### config.mk
export PLATFORM = sky130hd
export DESIGN_NAME = ldtu_hamm_tx_encoder
export DESIGN_NICKNAME = d
export VERILOG_FILES = /design/src/rtl/ldtu_hamm_tx_encoder.sv
export SDC_FILE = /design/constraint.sdc
export NUM_CORES = 1
export LEC_CHECK = 0
export ABC_AREA = 1
export CORE_ASPECT_RATIO = 0.8
export CORE_MARGIN = 5
export CORE_UTILIZATION = 40
export CTS_CLUSTER_DIAMETER = 100
export DETAILED_ROUTE_END_ITERATION = 10
export PLACE_DENSITY = 0.69
export SKIP_LAST_GASP = 1
export SLEW_MARGIN = 40
export SYNTH_ARGS = -nofsm -noshare
export SYNTH_HDL_FRONTEND = slang
export SYNTH_SLANG_ARGS = --single-unit
### constraint.sdc
create_clock -name CLK -period 12.6 [get_ports CLK]
set_clock_uncertainty 0.15 [all_clocks]
set_input_delay 2.52 -clock CLK [delete_from_list [all_inputs] [get_ports CLK]]
set_output_delay 2.52 -clock CLK [all_outputs]
set_load 0.02 [all_outputs]
### src/rtl/ldtu_hamm_tx_encoder.sv
// Hamming SEC encoder (32 -> 38 bits) feeding a 2-entry output FIFO, with an encoded-word counter.
// Optional one-shot codeword bit-flip injection when HAMM_TX_ERR_INJ_EN is defined.
module ldtu_hamm_tx_encoder #(
  parameter int Nbits_32  = 32,
  parameter int Nbits_ham = 38,
  parameter int CNT_W     = 16
)(
  input  logic                 CLK,
  input  logic                 reset,
  input  logic [Nbits_32-1:0]  data_input,
  input  logic                 in_valid,
  output logic                 in_ready,
  output logic [Nbits_ham-1:0] data_ham_in,
  output logic                 out_valid,
  input  logic                 out_ready,
  output logic [CNT_W-1:0]     word_count,
  input  logic [5:0]           err_inj_pos,
  input  logic                 err_inj_req
);

  logic [Nbits_ham-1:0] dw, cw, wr_word;
  logic [5:0]           par;
  logic [Nbits_ham-1:0] mem_q [2];
  logic [Nbits_ham-1:0] last_q;
  logic                 head_q, tail_q;
  logic [1:0]           cnt_q, cnt_d;
  logic [CNT_W-1:0]     wc_q, wc_d;
  logic                 accept, pop;

  // Data bits fill the non-power-of-two positions; layout mirrors the receive decoder.
  always_comb begin
    dw        = '0;
    dw[2]     = data_input[0];
    dw[6:4]   = data_input[3:1];
    dw[14:8]  = data_input[10:4];
    dw[30:16] = data_input[25:11];
    dw[37:32] = data_input[31:26];
    cw        = dw;
    par       = '0;
    for (int k = 0; k < 6; k++) begin
      for (int i = 0; i < Nbits_ham; i++)
        if ((((i + 1) >> k) % 2) == 1) par[k] = par[k] ^ dw[i];
      cw[(1 << k) - 1] = par[k];
    end
  end

  assign out_valid  = (cnt_q != 2'd0);
  assign in_ready   = ~reset & (cnt_q != 2'd2);
  assign accept     = in_valid & in_ready;
  assign pop        = out_valid & out_ready;
  assign data_ham_in = out_valid ? mem_q[head_q] : last_q;
  assign word_count = wc_q;
  assign wc_d       = wc_q + CNT_W'(1);

  always_comb begin
    case ({accept, pop})
      2'b10:   cnt_d = cnt_q + 2'd1;
      2'b01:   cnt_d = cnt_q - 2'd1;
      default: cnt_d = cnt_q;
    endcase
  end

`ifdef HAMM_TX_ERR_INJ_EN
  logic       arm_q, arm_d, eff_arm;
  logic [5:0] pos_q, pos_d, eff_pos;

  // A request in the same cycle as an accept targets that very word.
  always_comb begin
    eff_arm = arm_q | err_inj_req;
    eff_pos = err_inj_req ? err_inj_pos : pos_q;
    wr_word = cw;
    if (eff_arm && (eff_pos < 6'd38)) wr_word[eff_pos] = ~cw[eff_pos];
    arm_d   = accept ? 1'b0 : eff_arm;
    pos_d   = eff_pos;
  end

  always_ff @(posedge CLK or posedge reset) begin
    if (reset) begin
      arm_q <= 1'b0;
      pos_q <= '0;
    end else begin
      arm_q <= arm_d;
      pos_q <= pos_d;
    end
  end
`else
  logic unused_inj;
  assign unused_inj = ^{err_inj_pos, err_inj_req};
  assign wr_word    = cw;
`endif

  // last_q keeps the most recently popped word visible while the FIFO is empty.
  always_ff @(posedge CLK or posedge reset) begin
    if (reset) begin
      mem_q[0] <= '0;
      mem_q[1] <= '0;
      last_q   <= '0;
      head_q   <= 1'b0;
      tail_q   <= 1'b0;
      cnt_q    <= 2'd0;
      wc_q     <= '0;
    end else begin
      if (accept) begin
        mem_q[tail_q] <= wr_word;
        tail_q        <= ~tail_q;
        wc_q          <= wc_d;
      end
      if (pop) begin
        last_q <= mem_q[head_q];
        head_q <= ~head_q;
      end
      cnt_q <= cnt_d;
    end
  end

endmodule

Word level (Yosys, flattened, before mapping)
Cells that the tools add are included.
- flip-flop bits (word level): 134
- bits of input ports: 43
- output and inout port bits: 56
- logic and storage cells: 119
- add/subtract/negate cells: 3
- order comparisons: 3
- eq/ne operators: 3
- mux-type cells: 8
- bitwise logic cells: 92
- reductions and logical operators: 3
- operators with widths (kind ; count):
    38-bit 2-to-1 mux ; 5
    1-bit XOR ; 84
    76-bit bitwise mux ; 1
    38-bit demux with 1-bit select ; 1
    16-bit by 1-bit adder with 16-bit output, second input constant ; 1
    2-bit greater-or-equal comparator, second input constant ; 2
    1-bit inverter with 2-bit output ; 2
    2-bit one-hot mux with 2 select lines ; 1
    2-bit nonzero test ; 2
    1-bit bitwise AND ; 3
    1-bit inverter ; 3
    2-bit by 1-bit adder with 2-bit output, second input constant ; 1
    2-bit by 1-bit equality test with 1-bit output, second input constant ; 1
    2-bit equality test, second input constant ; 1
    2-bit by 1-bit < comparator with 1-bit output, second input constant ; 1
    2-bit inequality test, second input constant ; 1
    2-bit by 1-bit subtractor with 2-bit output, second input constant ; 1
    1-bit logical AND ; 1

Longest topological paths before layout
Gate-level depths: netlist of run 1.
- depth in word-level cells: 18
- mapped depth: 14
- mapped depth without buffers: 13

Least setup slack after synthesis of run 1
OpenSTA, ideal clock, no wires.
- path type: input -> output
- from: input port reset
- to: output port in_ready
- arrival time: 2.723 ns
- data required time: 9.930 ns
- path slack: 7.207 ns
- stages on the path: 1
- path buffers: 0
- cells stage by stage: a21oi_4
- cells in the longest elaborated chain, start to end: 2
- RTL lines (element ; RTL line ; RTL):
    start: declaration ; 9 ; input logic reset,
    1-bit inverter ; 48 ; assign in_ready = ~reset & (cnt_q != 2'd2);
    1-bit bitwise AND ; 48 ;
    end: declaration ; 12 ; output logic in_ready,
Every way passes these cells.

Worst setup path after layout of run 1
Same ends and word-level chain as after synthesis.

==> results of run 1 <==
==> power by group <==
| group | total (mW) | internal (mW) | leakage, nW | switching, mW |
|---|---|---|---|---|
| registers | 0.699 | 0.614 | 1.69 | 0.0847 |
| clock network | 0.495 | 0.307 | 0.281 | 0.188 |
| logic | 1.01 | 0.386 | 2.47 | 0.624 |
==> metal layers <==
layer | vias up | global-route usage, % | routed length (um)
met2 | 201 | 26.46 | 7985
li1 | 3268 | - | -
met4 | 2 | 4.642 | 325
met5 | - | 0 | 7
met1 | 3028 | 26.86 | 9148
met3 | 36 | 4.508 | 1250
==> worst register-to-register path: cells and delay by family (launching register included) <==
kind	cells	cell delay, ns
AO/OA/AOI/OAI	2	0.22
XOR/XNOR	1	0.14
AND/OR/NAND/NOR	2	0.32
buffers and inverters	3	1.11
flip-flops	1	0.43
adder cells (fa/ha/maj)	1	0.39
==> Yosys cell counts <==
cell type / instances
buf_1: 1
dfrtp_1: 134
nand2_4: 1
clkbuf_1: 18
buf_4: 1
nand4_1: 5
nor3_1: 3
nor2_8: 1
nor3_4: 2
clkbuf_2: 3
nand3b_1: 2
xnor2_1: 26
xor2_1: 23
nand4_2: 1
buf_6: 3
clkinv_2: 1
clkinv_1: 1
inv_1: 122
o21ai_1: 13
nand3_1: 34
a21oi_4: 1
nor3_2: 1
o21ai_0: 158
nand2_2: 2
or2_1: 1
nand2_1: 401
nor2_1: 29
inv_2: 3
a21oi_1: 1
ha_1: 2
buf_2: 20
o21ai_2: 1
==> worst paths after layout <==
path	from	endpoint	slack, ns	depth (start not counted)
max	reset	in_ready	6.07	3
min	mem_q[11]$_DFFE_PP0P_	mem_q[11]$_DFFE_PP0P_	0.33	2
max reg2reg	cnt_q[0]$_DFFE_PP0P_	cnt_q[1]$_DFFE_PP0P_	9.72	9
min reg2reg	mem_q[11]$_DFFE_PP0P_	mem_q[11]$_DFFE_PP0P_	0.33	2
max in group asynchronous	reset	head_q$_DFFE_PP0P_	8.75	3
min in group asynchronous	reset	cnt_q[0]$_DFFE_PP0P_	2.52	2
==> area by class of cell <==
type,count,area [sq um]
tap,230,287.8
fill,1802,9173
clock inverter,7,95.09
timing repair buffer,95,944.7
clock buffer,24,481.7
inverter,127,485.5
sequential,134,3354
multi-input combinational,708,3291
==> flip-flops by register name, indices dropped and copies added, names as in the netlist <==
name / flops
mem_q: 76
cnt_q: 2
word_count: 16
tail_q: 1
last_q: 38
head_q: 1
==> through the flow <==
stage | instances | utilization [%] | worst slack (ns)
floorplan | 1015 | - | 6.347
global placement | 1294 | 46.12 | 6.111
detailed placement | 1294 | 46.15 | 6.066
CTS | 1325 | 49.34 | 6.062
global route | 1325 | 49.36 | 6.043
finish | 1325 | 49.36 | 6.069
==> kinds of logic (layout without fill, tap and decap cells) <==
| family | count (synthesis) | in the layout | share of synthesized area [%] |
|---|---|---|---|
| compound gates | 174 | 174 | 12.05 |
| xor+xnor | 49 | 49 | 5.839 |
| buf+inv | 173 | 253 | 9.601 |
| fa+ha+maj | 2 | 2 | 0.3404 |
| simple gates | 483 | 483 | 26.54 |
| flops | 134 | 134 | 45.62 |
==> out/qor.yml, run 1 <==
status: "finished clean"
vias_per_cell: 4.932
cts.clk_slew.worst_paths_ns: 0.06
drv_cap: 0
grtUsageTotal_pct: 18.09
final_cell_mix: "nand2_1, o21ai_0, dfrtp_1"
critPathBufInv: 2
crit_required_ns: 9.93
crit_path_cell_trace: "clkdlybuf4s50_1, a21oi_4, clkdlybuf4s50_1"
p_leak_nw: 4.436
fin_tns_setup_ns: 0
max_slew_margin_pct: 48.53
startpoint_type: "input port"
rsz0062_at_grt: "false"
ys_seq_area_share_pct: 45.62
routedWlPerCell_um: 14.13
post-cts-setup-buffer-count: 0
finalSetupViolCount: 0
drc: 0
post-dp-hpwl_um: 13050
ir_worst_vdd_uv: 136.7
cts_buffer_depth: 2
finalInstanceArea_sq_um: 8940
diodes: 0
cts.sinks: 134
port_buffers: 91
grt_pass1_vias: 6047
grt_max_degree: 79
start_util_pct: 40.58
nets: 1128
clk-insertion-delay-late_ns: 0.41
syn_area_per_cell_sq_um: 7.241
grt_overflow: 0
synth_nets: 1060
ys_warn_count: 0
critical_path.max_stage_delay_ns: 0.62
cpMostUsedCell: "clkdlybuf4s50_1"
tightestPinTransition_ns: 0.7720
synth_seq_cells: 134
path_class: "input port to output pin"
htreeDepth: 4
placed_cell_area_sq_um: 8359
netlist_area_sq_um: 7350
drt.antenna.violating_nets: 0
period_share_pct: 51.83
finalPower_mw: 2.204
final_common_cell: "nand2_1"
holdBufCountCts: 0
cp_max_fo: 2
crit_family: "buffers and inverters"
synth_cell_types: 32
synthCells: 1015
synth_area_leaders: "dfrtp_1, nand2_1, o21ai_0"
drtIter0Drc: 473
die_area_sq_um: 21200
root_buffer: "clkbuf_16"
std_cell_rows: 44
drt_wl_total_um: 18720
hold_viol_final: 0
cp_slowest_cell: "clkdlybuf4s50_1"
place.gp.congestion: 0.8901
cts_made_buffers: 17
slew_violations: 0
cts_tree: "built"
endpoint_kind: "output pin"
coreArea_sq_um: 18110
ctsResizeCount: 0
drive_gt1_share_pct: 4.475
yosysTopAreaCell: "dfrtp_1"
drt_pass1_iterations: 6
fmax_mhz: 153.1
vias: 6535
p_per_area_nw_per_um2: 246.5
grt_antenna_before_repair: 1
synth_top_area_share_pct: 45.62
crit_arrival_ns: 3.86
min_path_type: "flip-flop to flip-flop"
ios: 99
min_period_ns: 6.531
die_x_um: 161.6
die_h_um: 131.2
grt_pass1_wl_um: 31110
hold_ws_ns: 0.3299
synthToLayoutAreaGrowth_pct: 21.64
Power figures use the tool's default switching activity.
==> run 2, diff against run 1 <==
==> constraint.sdc (replaced) <==
create_clock -name CLK -period 6.07 [get_ports CLK]
set_clock_uncertainty 0.15 [all_clocks]
set_input_delay 1.214 -clock CLK [delete_from_list [all_inputs] [get_ports CLK]]
set_output_delay 1.214 -clock CLK [all_outputs]
set_load 0.02 [all_outputs]
==> run 2 against run 1 <==
Compared with the run above:
- hold slack lost 0.00053 ns
- worst setup slack lost 4.1 ns
- via count shrank 1.6%
- utilization grew 0.10 points
- power grew 110%
- sequential cell count is the same
- non-clock buffer count grew 1
- critical path depth grew 2
- routed wire length shrank 1.3%
- final cell count grew 0.15%
- highest routed layer is now met4
==> out/qor.yml, run 2 (synthesis gave the netlist of run 1 again) <==
die_area_sq_um: 21200
grt_max_degree: 83
cts_buffer_depth: 2
finalSetupViolCount: 0
hold_ws_ns: 0.3293
critPathBufInv: 2
grt_overflow: 0
cp_max_fo: 67
crit_family: "buffers and inverters"
port_buffers: 91
drt_pass1_iterations: 5
p_per_area_nw_per_um2: 512.1
grt_antenna_before_repair: 0
fmax_mhz: 245.6
drt_wl_total_um: 18470
drv_cap: 0
ios: 99
fin_tns_setup_ns: 0
root_buffer: "clkbuf_16"
grt_pass1_wl_um: 30620
ir_worst_vdd_uv: 256.9
status: "finished clean"
endpoint_kind: "output pin"
die_h_um: 131.2
drc: 0
synthToLayoutAreaGrowth_pct: 21.89
place.gp.congestion: 0.8857
post-cts-setup-buffer-count: 0
min_period_ns: 4.071
vias_per_cell: 4.845
diodes: 0
drt.antenna.violating_nets: 0
post-dp-hpwl_um: 13040
coreArea_sq_um: 18110
holdCritStartpoint: "mem_q[53]$_DFFE_PP0P_"
ctsResizeCount: 0
p_leak_nw: 4.444
cts.clk_slew.worst_paths_ns: 0.06
placed_cell_area_sq_um: 8367
final_common_cell: "nand2_1"
grt_pass1_vias: 5945
largest_reg_flops: 76
grtUsageTotal_pct: 17.91
path_class: "flip-flop to output pin"
nets: 1129
crit_path_cell_trace: "buf_4, o21ai_0, nand2_1, o21ai_0, clkdlybuf4s50_1"
hold_end: "mem_q[53]$_DFFE_PP0P_"
cp_slowest_cell: "clkdlybuf4s50_1"
period_share_pct: 67.07
drtIter0Drc: 525
max_slew_margin_pct: 47.32
reg2reg_depth: 6
die_x_um: 161.6
cts_made_buffers: 17
htreeDepth: 4
r2r-end: "last_q[17]$_DFFE_PP0P_"
min_path_type: "flip-flop to flip-flop"
clk-insertion-delay-late_ns: 0.43
std_cell_rows: 44
dp_cells: 1295
cts.sinks: 134
holdBufCountCts: 0
hold_depth: 2
finalInstanceArea_sq_um: 8959
max_flop_register: "mem_q"
drive_gt1_share_pct: 4.649
hold_viol_final: 0
startpoint_type: "flip-flop"
tightestPinTransition_ns: 0.7903
cts_tree: "built"
final_cell_mix: "nand2_1, o21ai_0, dfrtp_1"
slew_violations: 0
reg2reg_from: "cnt_q[1]$_DFFE_PP0P_"
vias: 6429
rsz0062_at_grt: "false"
final_cells: 1327
crit_arrival_ns: 2.71
critical_path.max_stage_delay_ns: 0.66
cpMostUsedCell: "o21ai_0"
ff2ff_setup_slack_ns: 3.64
routedWlPerCell_um: 13.92
start_util_pct: 40.58
crit_required_ns: 4.71
[run 2: worst register-to-register path, delay by kind of cell, from the launching register on]
kind,cells,cell delay [ns]
and+or+nand+nor,2,0.34
DFF,1,0.43
AOI/OAI and AO/OA,1,0.24
buffers and inverters,3,1.12
[run 2: worst max-delay path by stage]
| stage | depth (start not counted) | to | start | slack [ns] |
|---|---|---|---|---|
| floorplan | 1 | cnt_q[0]$_DFFE_PP0P_ | reset | 1.12 |
| global placement | 3 | in_ready | reset | 2.19 |
| detailed placement | 3 | in_ready | reset | 2.14 |
| CTS | 5 | data_ham_in[26] | head_q$_DFFE_PP0P_ | 1.97 |
| global route | 5 | data_ham_in[26] | head_q$_DFFE_PP0P_ | 1.86 |
| finish | 5 | data_ham_in[26] | head_q$_DFFE_PP0P_ | 2.00 |
[run 2: layer usage]
layer	track usage [%]	share of wire [%]
met5	0	0
met4	4.311	0.79
met3	4.508	7.0
met2	26.74	43
met1	26.25	49
[run 2: power breakdown]
group | internal [mW] | switching [mW] | total (mW) | leakage [nW]
registers | 1.27 | 0.174 | 1.45 | 1.69
logic | 0.803 | 1.30 | 2.10 | 2.47
clock network | 0.648 | 0.390 | 1.04 | 0.284
total | 2.73 | 1.86 | 4.59 | 4.44
[run 2: layout make-up]
class | instances | area (sq um)
Multi-Input combinational cell | 708 | 3291
Clock buffer | 25 | 495.5
Fill cell | 1772 | 9154
Timing Repair Buffer | 96 | 948.4
Inverter | 127 | 488.0
Tap cell | 230 | 287.8
Sequential cell | 134 | 3354
Clock inverter | 7 | 93.84
[run 2: metrics by stage]
stage,utilization (%),setup WS [ns],power [mW]
2_1_floorplan,-,1.123,2.763
3_3_place_gp,46.17,2.192,3.519
3_5_place_dp,46.19,2.140,3.568
4_1_cts,49.45,1.973,4.626
5_1_grt,49.46,1.859,4.943
6_report,49.46,1.999,4.587
